**config.mk**
```make
export PLATFORM = sky130hd
export DESIGN_NAME = pong_game_ctrl
export DESIGN_NICKNAME = d
export VERILOG_FILES = /design/src/rtl/pong_game_ctrl.sv
export SDC_FILE = /design/constraint.sdc
export NUM_CORES = 1
export LEC_CHECK = 0
export CAP_MARGIN = 20
export CORE_UTILIZATION = 30
export CTS_CLUSTER_DIAMETER = 40
export DETAILED_ROUTE_END_ITERATION = 7
export GPL_ROUTABILITY_DRIVEN = 0
export SETUP_SLACK_MARGIN = 0.05
export SLEW_MARGIN = 40
export SYNTH_ARGS = -nofsm -noshare
export SYNTH_HDL_FRONTEND = slang
export SYNTH_SLANG_ARGS = --single-unit
```
**constraint.sdc**
```tcl
create_clock -name clk -period 6.2 [get_ports clk]
set_input_delay 0.62 -clock clk [delete_from_list [all_inputs] [get_ports clk]]
set_output_delay 0.62 -clock clk [all_outputs]
set_load 0.01 [all_outputs]
```
**src/rtl/pong_game_ctrl.sv**
```systemverilog
// LightPong rally sequencer: ball motion, speed levels, hit windows, scoring and win detection.
// Optional EARLY_SWING_EN turns a premature paddle press (1-3 positions short of the end) into a miss.
module pong_game_ctrl #(
  parameter int STEP_CYCLES = 12_500_000,
  parameter int WIN_SCORE   = 9
) (
  input  logic        clk,
  input  logic        reset,
  input  logic [15:0] player,
  output logic [15:0] ball,
  output logic [3:0]  score_l,
  output logic [3:0]  score_r,
  output logic [1:0]  level,
  output logic        game_over,
  output logic [2:0]  state
);

  typedef enum logic [2:0] {
    S_IDLE      = 3'd0,
    S_MOVE_L    = 3'd1,
    S_MOVE_R    = 3'd2,
    S_POINT     = 3'd3,
    S_GAME_OVER = 3'd4
  } state_t;

  // The counter never exceeds STEP_CYCLES-1, which fits in clog2(STEP_CYCLES) bits.
  localparam int             CW         = $clog2(STEP_CYCLES);
  localparam logic [CW-1:0]  BASE_LAST  = CW'(STEP_CYCLES - 1);
  localparam logic [3:0]     WIN        = 4'(WIN_SCORE);
  localparam logic [15:0]    BALL_SERVE = 16'h0100;
  localparam logic [15:0]    BALL_L_END = 16'h8000;
  localparam logic [15:0]    BALL_R_END = 16'h0001;

  logic [15:0]   r_sync1, r_sync2, r_prev;
  logic [15:0]   w_edge;
  logic          w_edge_l, w_edge_r, w_edge_s, w_early_l, w_early_r;
  logic          w_unused_edges;
  state_t        r_state, w_state_nx;
  logic [15:0]   r_ball, w_ball_nx;
  logic [3:0]    r_score_l, w_score_l_nx, r_score_r, w_score_r_nx;
  logic [1:0]    r_level, w_level_nx;
  logic          r_serve_r, w_serve_r_nx;   // 1: next serve travels right
  logic          r_scorer_r, w_scorer_r_nx; // 1: right player won the last point
  logic [CW-1:0] r_cnt, w_cnt_nx, w_last;
  logic [31:0]   w_period;
  logic          w_step;

  assign w_edge         = r_sync2 & ~r_prev;
  assign w_edge_l       = w_edge[15];
  assign w_edge_r       = w_edge[0];
  assign w_edge_s       = w_edge[8];
  assign w_unused_edges = ^{w_edge[14:9], w_edge[7:1]};

`ifdef EARLY_SWING_EN
  assign w_early_l = w_edge_l && (r_ball == 16'h1000 || r_ball == 16'h2000 || r_ball == 16'h4000);
  assign w_early_r = w_edge_r && (r_ball == 16'h0002 || r_ball == 16'h0004 || r_ball == 16'h0008);
`else
  assign w_early_l = 1'b0;
  assign w_early_r = 1'b0;
`endif

  // POINT holds for the base period regardless of the level reached in the rally.
  assign w_period = 32'(STEP_CYCLES) >> r_level;
  assign w_last   = (r_state == S_POINT) ? BASE_LAST : CW'(w_period - 32'd1);
  assign w_step   = (r_cnt == w_last);

  always_comb begin
    w_state_nx    = r_state;
    w_ball_nx     = r_ball;
    w_score_l_nx  = r_score_l;
    w_score_r_nx  = r_score_r;
    w_level_nx    = r_level;
    w_serve_r_nx  = r_serve_r;
    w_scorer_r_nx = r_scorer_r;
    w_cnt_nx      = w_step ? '0 : r_cnt + CW'(1);
    case (r_state)
      S_IDLE: begin
        w_cnt_nx  = '0;
        w_ball_nx = BALL_SERVE;
        if (w_edge_s) w_state_nx = r_serve_r ? S_MOVE_R : S_MOVE_L;
      end
      S_MOVE_L: begin
        if (r_ball == BALL_L_END && w_edge_l) begin
          w_state_nx = S_MOVE_R;
          w_level_nx = (r_level == 2'd3) ? r_level : r_level + 2'd1;
          w_cnt_nx   = '0;
        end else if (w_early_l || (w_step && r_ball == BALL_L_END)) begin
          w_score_r_nx  = (r_score_r == WIN) ? r_score_r : r_score_r + 4'd1;
          w_ball_nx     = '0;
          w_serve_r_nx  = 1'b0;
          w_scorer_r_nx = 1'b1;
          w_state_nx    = S_POINT;
          w_cnt_nx      = '0;
        end else if (w_step) begin
          w_ball_nx = r_ball << 1;
        end
      end
      S_MOVE_R: begin
        if (r_ball == BALL_R_END && w_edge_r) begin
          w_state_nx = S_MOVE_L;
          w_level_nx = (r_level == 2'd3) ? r_level : r_level + 2'd1;
          w_cnt_nx   = '0;
        end else if (w_early_r || (w_step && r_ball == BALL_R_END)) begin
          w_score_l_nx  = (r_score_l == WIN) ? r_score_l : r_score_l + 4'd1;
          w_ball_nx     = '0;
          w_serve_r_nx  = 1'b1;
          w_scorer_r_nx = 1'b0;
          w_state_nx    = S_POINT;
          w_cnt_nx      = '0;
        end else if (w_step) begin
          w_ball_nx = r_ball >> 1;
        end
      end
      S_POINT: begin
        w_ball_nx = '0;
        if (w_step) begin
          w_cnt_nx = '0;
          if ((r_scorer_r ? r_score_r : r_score_l) == WIN) begin
            w_state_nx = S_GAME_OVER;
            w_ball_nx  = 16'hFFFF;
          end else begin
            w_state_nx = S_IDLE;
            w_level_nx = 2'd0;
            w_ball_nx  = BALL_SERVE;
          end
        end
      end
      S_GAME_OVER: begin
        w_cnt_nx  = '0;
        w_ball_nx = 16'hFFFF;
        if (w_edge_s) begin
          w_score_l_nx = '0;
          w_score_r_nx = '0;
          w_level_nx   = 2'd0;
          w_ball_nx    = BALL_SERVE;
          w_state_nx   = S_IDLE;
        end
      end
      default: begin
        w_state_nx = S_IDLE;
        w_ball_nx  = BALL_SERVE;
        w_cnt_nx   = '0;
      end
    endcase
  end

  always_ff @(posedge clk or posedge reset) begin
    if (reset) begin
      r_sync1    <= '0;
      r_sync2    <= '0;
      r_prev     <= '0;
      r_state    <= S_IDLE;
      r_ball     <= BALL_SERVE;
      r_score_l  <= '0;
      r_score_r  <= '0;
      r_level    <= '0;
      r_serve_r  <= 1'b0;
      r_scorer_r <= 1'b0;
      r_cnt      <= '0;
    end else begin
      r_sync1    <= player;
      r_sync2    <= r_sync1;
      r_prev     <= r_sync2;
      r_state    <= w_state_nx;
      r_ball     <= w_ball_nx;
      r_score_l  <= w_score_l_nx;
      r_score_r  <= w_score_r_nx;
      r_level    <= w_level_nx;
      r_serve_r  <= w_serve_r_nx;
      r_scorer_r <= w_scorer_r_nx;
      r_cnt      <= w_cnt_nx;
    end
  end

  assign ball      = r_ball;
  assign score_l   = r_score_l;
  assign score_r   = r_score_r;
  assign level     = r_level;
  assign game_over = (r_state == S_GAME_OVER);
  assign state     = r_state;

endmodule

```
# Word-level counts from Yosys, hierarchy flattened
# Index checks and enable logic that the tools add are counted.
# totals
elab_cells	116
ff_bits	103
out_inout_bits	30
in_bits	18
# op_classes
shift	1
n_addsub	5
mux	55
bitwise_logic	2
reduce_logical	15
eq_ne	27
# ops
cell	n
$mux 24	7
$mux 16	9
$pmux 24 s3	1
$pmux 16 s4	1
$mux 4	8
$add 24x1->24 const B	1
$eq 24x24->1	1
$mux 3	8
$shr 24x2->24 const A	1
$sub 24x1->24 const B	1
$ne 2x2->1 const B	11
$reduce_and 5->1	4
$and 16x16->16	1
$eq 16x1->1 const B	1
$eq 16x16->1 const B	1
$not 16->16	1
$pmux 4 s2	2
$pmux 3 s5	1
$mux 2	7
$eq 4x4->1 const B	3
$ne 3x3->1 const B	4
$add 4x1->4 const B	2
$mux 1	8
$pmux 2 s4	1
13 further kinds	20

# Logic depth before layout (Yosys ltp)
# Gate-level depths: netlist of the first run.
# logic_depth
ltp_word	8
mapped_depth	13
mapped_depth_nobuf	11

# Worst setup path before layout of the first run
# OpenSTA, ideal clock, no wires.
# synth_timing
kind	register to register
startpoint	reg r_level[0] (netlist: level[0])
endpoint	reg r_level[0] (netlist: level[0])
setup_time_ns	0.128
path_buffers	1
arrival_time_ns	3.066
path_slack_ns	3.007
t_required_ns	6.072
stages_incl_launch_ff	10
period_less_slack_ns	3.193
cell_sequence	dfrtp_1 ha_1 or3b_2 nor4_2 xnor2_1 nor4_4 or4b_1 buf_2 a211oi_4 mux2_1
# synth_between
elab_chain_len	6
word_cells_on_any_way	12
cone_classes	add/sub: 2; eq/ne: 3; shift: 1; mux: 5; reduce/logical: 1
# synth_lines
item	line	text
start: declaration	41	logic [1:0] r_level, w_level_nx;
start signal: assignment	168	r_level <= w_level_nx;
$shr 24x2->24	63	assign w_period = 32'(STEP_CYCLES) >> r_level;
$sub 24x1->24	64	assign w_last = (r_state == S_POINT) ? BASE_LAST : CW'(w_period - 32'd1);
$mux 24	64	
$eq 24x24->1	65	assign w_step = (r_cnt == w_last);
$ne 2x2->1 (no line)	--	
$reduce_and 6->1 (no line)	--	
# Parallel ways exist; a longest one is shown, timed or not. The select of a mux whose other input is x is not followed.
# A chain may end at the register's enable or synchronous reset.

# Final worst setup path of the first run
# Same ends and word-level chain as after synthesis.

==> metrics.cfg, run 1 <==
[run_status]
status = finished clean

[grt]
top_usage_layer = met2
antenna_found_initial = 0
grt_max_degree = 65
met2_usage_pct = 24.4
grt_usage_pct = 15.8
grt_use_met3_pct = 4.62
grt_pass1_vias = 3081
grt_first_pass_wirelength_mm = 15.9
met1_usage_pct = 21.8
overflow = 0

[route]
vias = 3157
vias_per_cell = 5.21
drtAntennaViolNets = 0
drt_iter0_drc = 226
wl_mm = 9.41
first_pass_iters = 4
wl_per_cell_um = 15.5
drcViolationCount = 0

[floorplan]
row_count = 40
ioPinCount = 48
dieArea_sq_um = 12900
dieHeight_um = 113
dieWidth_um = 113
core_sq_um = 12100
initial_core_util_pct = 30.9

[yosys]
synth-edff-count = 0
synth_warnings = 0
synth_ff_type = dfrtp_1
ys_seq_area_share_pct = 43.0
ys_async_sr_fraction_pct = 100
ys_ff_latch = 64
synth.distinct_cells = 62
synthesis.nets = 436
netlist_area_sq_um = 3720
syn_inst = 403
avgSynthCellArea_sq_um = 9.24

[power]
seqPwrFrac_pct = 32.0
p_sw_share_pct = 39.7
clockPowerShare_pct = 24.4
internal_power_mw = 1.27
comb_power_share_pct = 43.7
peakVddDrop_mv = 0.250
power_switching_mw = 0.834
power_density_nw_per_um2 = 463
p_leak_nw = 1.85

[clock_tree]
ctsResizeCount = 0
cts.sinks = 64
postCtsSetupRepairBufs = 0
ctsLongestPathBuffers = 2
clk_latency_ns = 0.33
root_buffer = clkbuf_16
clk_pin_slew_ns = 0.05
hold_buffers = 0
cts_tree = done
htreeDepth = 3
numCtsBuffers = 9

[sta]
max_freq_ghz = 0.273
setup_viol = 0
layout_min_cycle_time_ns = 3.67
skew_ns = 0.00815
tightestPinTransition_ns = 0.800
final.setup.tns_ns = 0
fin_crit_sh_pct = 59.2
final_hold_viol_count = 0
slew_headroom_pct = 46.1
rsz0062_at_grt = no
finalMaxSlewViolations = 0
hold_ws_ns = 0.348

[setup_path]
path_cells = inv_1 -> ha_1 -> inv_1 -> ha_1 -> a211oi_1 -> nand4_1 -> nor4_4 -> or4b_1 -> a211oi_4 -> mux2_1
critPathMaxFanout = 10
required_ns = 6.41
slowest_delay_ns = 0.64
end_kind = flop
critPathLaunchType = flop
path_class = reg2reg
worstPathArrival_ns = 3.88
crit_family = simple AND/OR/NAND/NOR gates
worstPathBufferInverterCount = 2
slowest_stage = or4b_1

[final_layout]
num-fill-cells = 1220
area_growth_pct = 22.0
fin_cells = 606
layout-drive-gt1-share_pct = 7.53
num_antenna_cells = 0
nets = 466

[placement]
dpl.cell_count = 590
hpwlAfterDp_mm = 6.43
port_buffers = 34

[run]
drv_cap = 0

[hold_path]
worst_hold_path_type = reg2reg

cells by family after synthesis:
group                      Yosys count  synth area share (%)
and+or+nand+nor                    169                  23.8
AOI/OAI and AO/OA                   82                  15.5
DFF                                 64                  43.0
buffers and inverters               41                  4.77
xor gates and xnor gates            27                  6.35
adders and majority gates           15                  5.04
muxes                                5                  1.44
cell type report:
| type | count | area (sq um) | area share, % |
|---|---|---|---|
| clock buffers | 14 | 264 | 5.81 |
| clock inverters | 2 | 37.5 | 0.826 |
| flip-flops and latches | 64 | 1600 | 35.3 |
| well taps | 168 | 210 | 4.63 |
| multi-input cells | 298 | 1970 | 43.4 |
| inverters | 22 | 82.6 | 1.82 |
| repair buffers | 38 | 374 | 8.23 |
cells in the mapped netlist, types with 2 or more instances:
library cell / n / area, sq um
nor2b_1: 4 / 25.0
a211oi_1: 2 / 15.0
nor2_1: 51 / 191
xor2_1: 17 / 149
buf_4: 3 / 22.5
o211ai_1: 5 / 37.5
nand4_1: 7 / 43.8
inv_1: 22 / 82.6
nor4_1: 6 / 37.5
nor4b_1: 3 / 26.3
nand2b_1: 4 / 25.0
clkbuf_1: 11 / 41.3
and2_1: 4 / 25.0
o21ai_0: 9 / 45.0
and3_1: 6 / 37.5
a22oi_1: 14 / 105
buf_2: 4 / 20.0
ha_1: 15 / 188
o22ai_1: 3 / 18.8
mux2_2: 2 / 22.5
nand2_1: 28 / 105
xnor2_1: 10 / 87.6
a21oi_1: 13 / 65.1
nor3_1: 11 / 55.1
or3_1: 3 / 18.8
nor3b_1: 4 / 30.0
o2bb2ai_1: 2 / 17.5
o22a_1: 2 / 17.5
or4b_2: 3 / 30.0
a31oi_1: 15 / 93.8
mux2i_1: 2 / 20.0
nand3b_1: 4 / 30.0
dfrtp_1: 63 / 1580
nand3_1: 22 / 110
a211o_1: 2 / 17.5
per-layer routing:
metal | up-vias | wire (um) | part of all wire (%)
met2 | 66 | 4380 | 47
li1 | 1503 | - | -
met4 | 0 | 77 | 0.82
met3 | 7 | 399 | 4.2
met5 | - | 0 | 0
met1 | 1581 | 4550 | 48
per-stage QoR:
stage | area, sq um | utilization (%) | power [mW] | setup slack [ns]
floorplan | 3720 | - | 1.27 | 3.01
global placement | 4230 | 35.0 | 1.56 | 2.67
detailed placement | 4240 | 35.1 | 1.59 | 2.57
CTS | 4540 | 37.6 | 2.12 | 2.56
global route | 4540 | 37.7 | 2.25 | 2.28
finish | 4540 | 37.7 | 2.10 | 2.53
cell usage in the layout (no fill, tap or decap), types with 7 or more instances in the layout:
cell	instances
a21oi_1	13
clkdlybuf4s50_1	34
nor3_1	10
dfrtp_1	63
xnor2_1	10
nand4_1	7
xor2_1	17
o21ai_0	9
clkbuf_16	9
ha_1	15
nand3_1	22
a22oi_1	14
nor2_1	51
nand2_1	28
a31oi_1	15
inv_1	21
flip-flops by register name, summed over array words and instances (netlist names):
| signal | cells |
|---|---|
| r_cnt | 24 |
| ball | 16 |
| score_l | 4 |
| score_r | 4 |
| r_prev | 3 |
| r_sync1 | 3 |
| r_sync2 | 3 |
| state | 3 |
| level | 2 |
| r_scorer_r | 1 |
| r_serve_r | 1 |
path summary, 6_finish.rpt:
check | slack (ns) | end | start | cells past startpoint
worst max-delay path | 2.53 | level[0] | level[0] | 10
worst min-delay path | 0.35 | r_sync2[15] | r_sync1[15] | 0
worst max register to register | 2.53 | level[0] | level[0] | 10
worst min register to register | 0.35 | r_sync2[15] | r_sync1[15] | 0
max in group asynchronous | 5.02 | r_cnt[1] | reset | 3
min in group asynchronous | 0.73 | r_sync1[0] | reset | 3
power by group through the flow:
stage               registers [mW]  logic, mW  clock network [mW]
detailed placement           0.674      0.919                   0
finish                       0.672      0.918               0.512
global placement             0.672      0.892                   0
CTS                          0.670      0.924               0.523
floorplan                    0.653      0.614                   0
global route                 0.689       1.02               0.541
worst reg2reg max path, stage by stage, from the launching register on:
cell and delay (ns):
dfrtp_1 0.52, inv_1 0.20, ha_1 0.30, inv_1 0.07
ha_1 0.31, a211oi_1 0.25, nand4_1 0.19, nor4_4 0.41
or4b_1 0.64, a211oi_4 0.33, mux2_1 0.34
Note: power is estimated with default switching activity, not from simulation.
==> run 2, diff against run 1 <==
- clock period: 6.2 -> 3.7 ns (I/O delays scaled with it)
==> run 2 against run 1 <==
Effect of this change:
- combinational power grew 70%
- first-iteration DRC count down 21%
- wire length shrank 0.24%
- global-route usage is essentially flat
- via count rose by 1.6%
- maximum frequency increased by 7.6%
- core utilization rose by 0.25 points
- clock power increased by 67%
- critical endpoint unchanged
- largest cell class unchanged
==> metrics.cfg, run 2 (synthesized netlist as in run 1, its figures left out) <==
[run_status]
status = finished clean

[route]
drt_iter0_drc = 178  ; -21%
drtAntennaViolNets = 0  ; unchanged
vias = 3209  ; +1.6%
first_pass_iters = 5  ; +1
vias_per_cell = 5.24  ; +0.65%
drcViolationCount = 0  ; unchanged
wl_mm = 9.39  ; -0.24%
wl_per_cell_um = 15.3  ; -1.2%

[hold_path]
hold_end = r_sync2[15]
hp-start = r_sync1[15]
worst_hold_path_type = reg2reg
hold_path_depth = 0  ; unchanged

[sta]
setup_viol = 0  ; unchanged
final_hold_viol_count = 0  ; unchanged
fin_crit_sh_pct = 92.1  ; +33 points
layout_min_cycle_time_ns = 3.41  ; -0.259 ns
final.setup.tns_ns = 0  ; unchanged
slew_headroom_pct = 48.7  ; +2.6 points
hold_ws_ns = 0.348  ; -0.000744 ns
rsz0062_at_grt = no
skew_ns = 0.00591  ; -0.00224 ns
max_freq_ghz = 0.293  ; +7.6%
tightestPinTransition_ns = 0.769  ; -0.0306 ns
finalMaxSlewViolations = 0  ; unchanged

[setup_path]
regToRegSetupSlack_ns = 0.29  ; -2.24 ns
crit_family = compound AO/OA/AOI/OAI gates
required_ns = 3.91  ; -2.50 ns
rr_endpoint = level[0]
ff2ff_path_depth = 10  ; unchanged
worstPathArrival_ns = 3.62  ; -0.26 ns
critPathMaxFanout = 8  ; -2
r2r-start = level[1]
slowest_stage = or4b_1
path_class = reg2reg
end_kind = flop
critPathLaunchType = flop
path_cells = inv_1 -> ha_1 -> inv_1 -> ha_1 -> a2bb2oi_1 -> a41oi_1 -> o22a_1 -> or4b_1 -> a211oi_4 -> mux2_1
worstPathBufferInverterCount = 2  ; unchanged
path_depth = 10  ; unchanged
slowest_delay_ns = 0.69  ; +0.05 ns

[clock_tree]
ctsLongestPathBuffers = 2  ; unchanged
root_buffer = clkbuf_16
clk_latency_ns = 0.34  ; about the same
cts.sinks = 64  ; unchanged
clk_pin_slew_ns = 0.05  ; about the same
numCtsBuffers = 9  ; unchanged
htreeDepth = 3  ; unchanged
cts_tree = done
hold_buffers = 0  ; unchanged

[power]
seqPwrFrac_pct = 31.7  ; -0.3 points
clockPowerShare_pct = 24.2  ; -0.2 points
power_density_nw_per_um2 = 773  ; +67%
power_switching_mw = 1.41  ; +69%
p_sw_share_pct = 39.9  ; +0.19 points
internal_power_mw = 2.12  ; +68%
peakVddDrop_mv = 0.364  ; +45%
comb_power_share_pct = 44.2  ; +0.5 points
p_leak_nw = 1.88  ; +1.5%

[floorplan]
initial_core_util_pct = 30.9  ; unchanged
dieHeight_um = 113  ; unchanged
dieWidth_um = 113  ; unchanged
row_count = 40  ; unchanged
core_sq_um = 12100  ; unchanged
dieArea_sq_um = 12900  ; unchanged
ioPinCount = 48  ; unchanged

[final_layout]
num-fill-cells = 1212  ; -0.66%
seqCellArea_sq_um = 1600  ; about the same
num_antenna_cells = 0  ; unchanged
layout_commonest_cell = dfrtp_1
nets = 472  ; +1.3%
layout-drive-gt1-share_pct = 9.46  ; +1.9 points
top_register = r_cnt
final_cell_mix = dfrtp_1 (62), nor2_1 (51), clkdlybuf4s50_1 (34), nand2_1 (28), nand3_1 (22)
largest_register_ffs = 24  ; unchanged
fin_cells = 612  ; +0.99%
final_area_sq_um = 4570  ; +0.66%
multi_input_area_sq_um = 1960  ; -0.63%
area_growth_pct = 22.8

[placement]
hpwlAfterDp_mm = 6.48  ; +0.77%
port_buffers = 34  ; unchanged
dpl.cell_count = 596  ; +1.0%
place_area_sq_um = 4270  ; +0.83%

[grt]
overflow = 0  ; unchanged
grt_max_degree = 52  ; -20%
grt_pass1_vias = 3070  ; -0.36%
grt_first_pass_wirelength_mm = 15.9  ; about the same
grt_usage_pct = 15.8  ; -0.032 points
antenna_found_initial = 0  ; unchanged

[run]
drv_cap = 0  ; unchanged

==> run 2: what timing repair did <==
action                     4_1_cts  5_1_grt
setup endpoints to repair        0        1
resized for setup                0        1
setup buffers                    0        0
hold endpoints to repair         0        0
==> run 2: how the worst max path moves through the flow <==
stage                  start       end  slack (ns)
floorplan           level[0]  level[0]        0.51
global route        level[1]  level[0]        0.08
finish              level[1]  level[0]        0.29
detailed placement  level[0]  level[0]        0.28
CTS                 level[0]  level[0]        0.26
global placement    level[1]  level[0]        0.32
==> run 2: power groups by stage <==
stage / Combinational [mW] / Clock (mW) / Sequential [mW]
final: 1.56 / 0.854 / 1.12
after global routing: 1.73 / 0.898 / 1.15
after CTS: 1.57 / 0.869 / 1.12
after detailed placement: 1.56 / 0 / 1.12
after global placement: 1.52 / 0 / 1.13
after floorplan: 1.03 / 0 / 1.09
==> run 2: final cells by class <==
type / count / share of cell area, %
inverter: 22 / 1.86
clock inverter: 5 / 1.23
sequential: 64 / 35.1
clock buffer: 11 / 5.31
multi-input combinational: 298 / 42.8
timing repair buffer: 44 / 9.08
tap: 168 / 4.60
==> run 2: metrics by stage <==
stage | total power [mW] | worst slack [ns] | utilization, %
5_1_grt | 3.78 | 0.0838 | 37.9
3_5_place_dp | 2.69 | 0.276 | 35.4
3_3_place_gp | 2.65 | 0.325 | 35.4
4_1_cts | 3.55 | 0.264 | 37.9
2_1_floorplan | 2.12 | 0.507 | -
6_report | 3.53 | 0.291 | 37.9
==> run 2: metal layers <==
metal	routed length [um]	up-vias	share of wire (%)	global-route usage, %
met3	452	13	4.8	4.09
met5	0	-	0	0
met4	131	0	1.4	5.35
li1	-	1522	-	-
met1	4560	1592	49	21.6
met2	4250	82	45	24.2
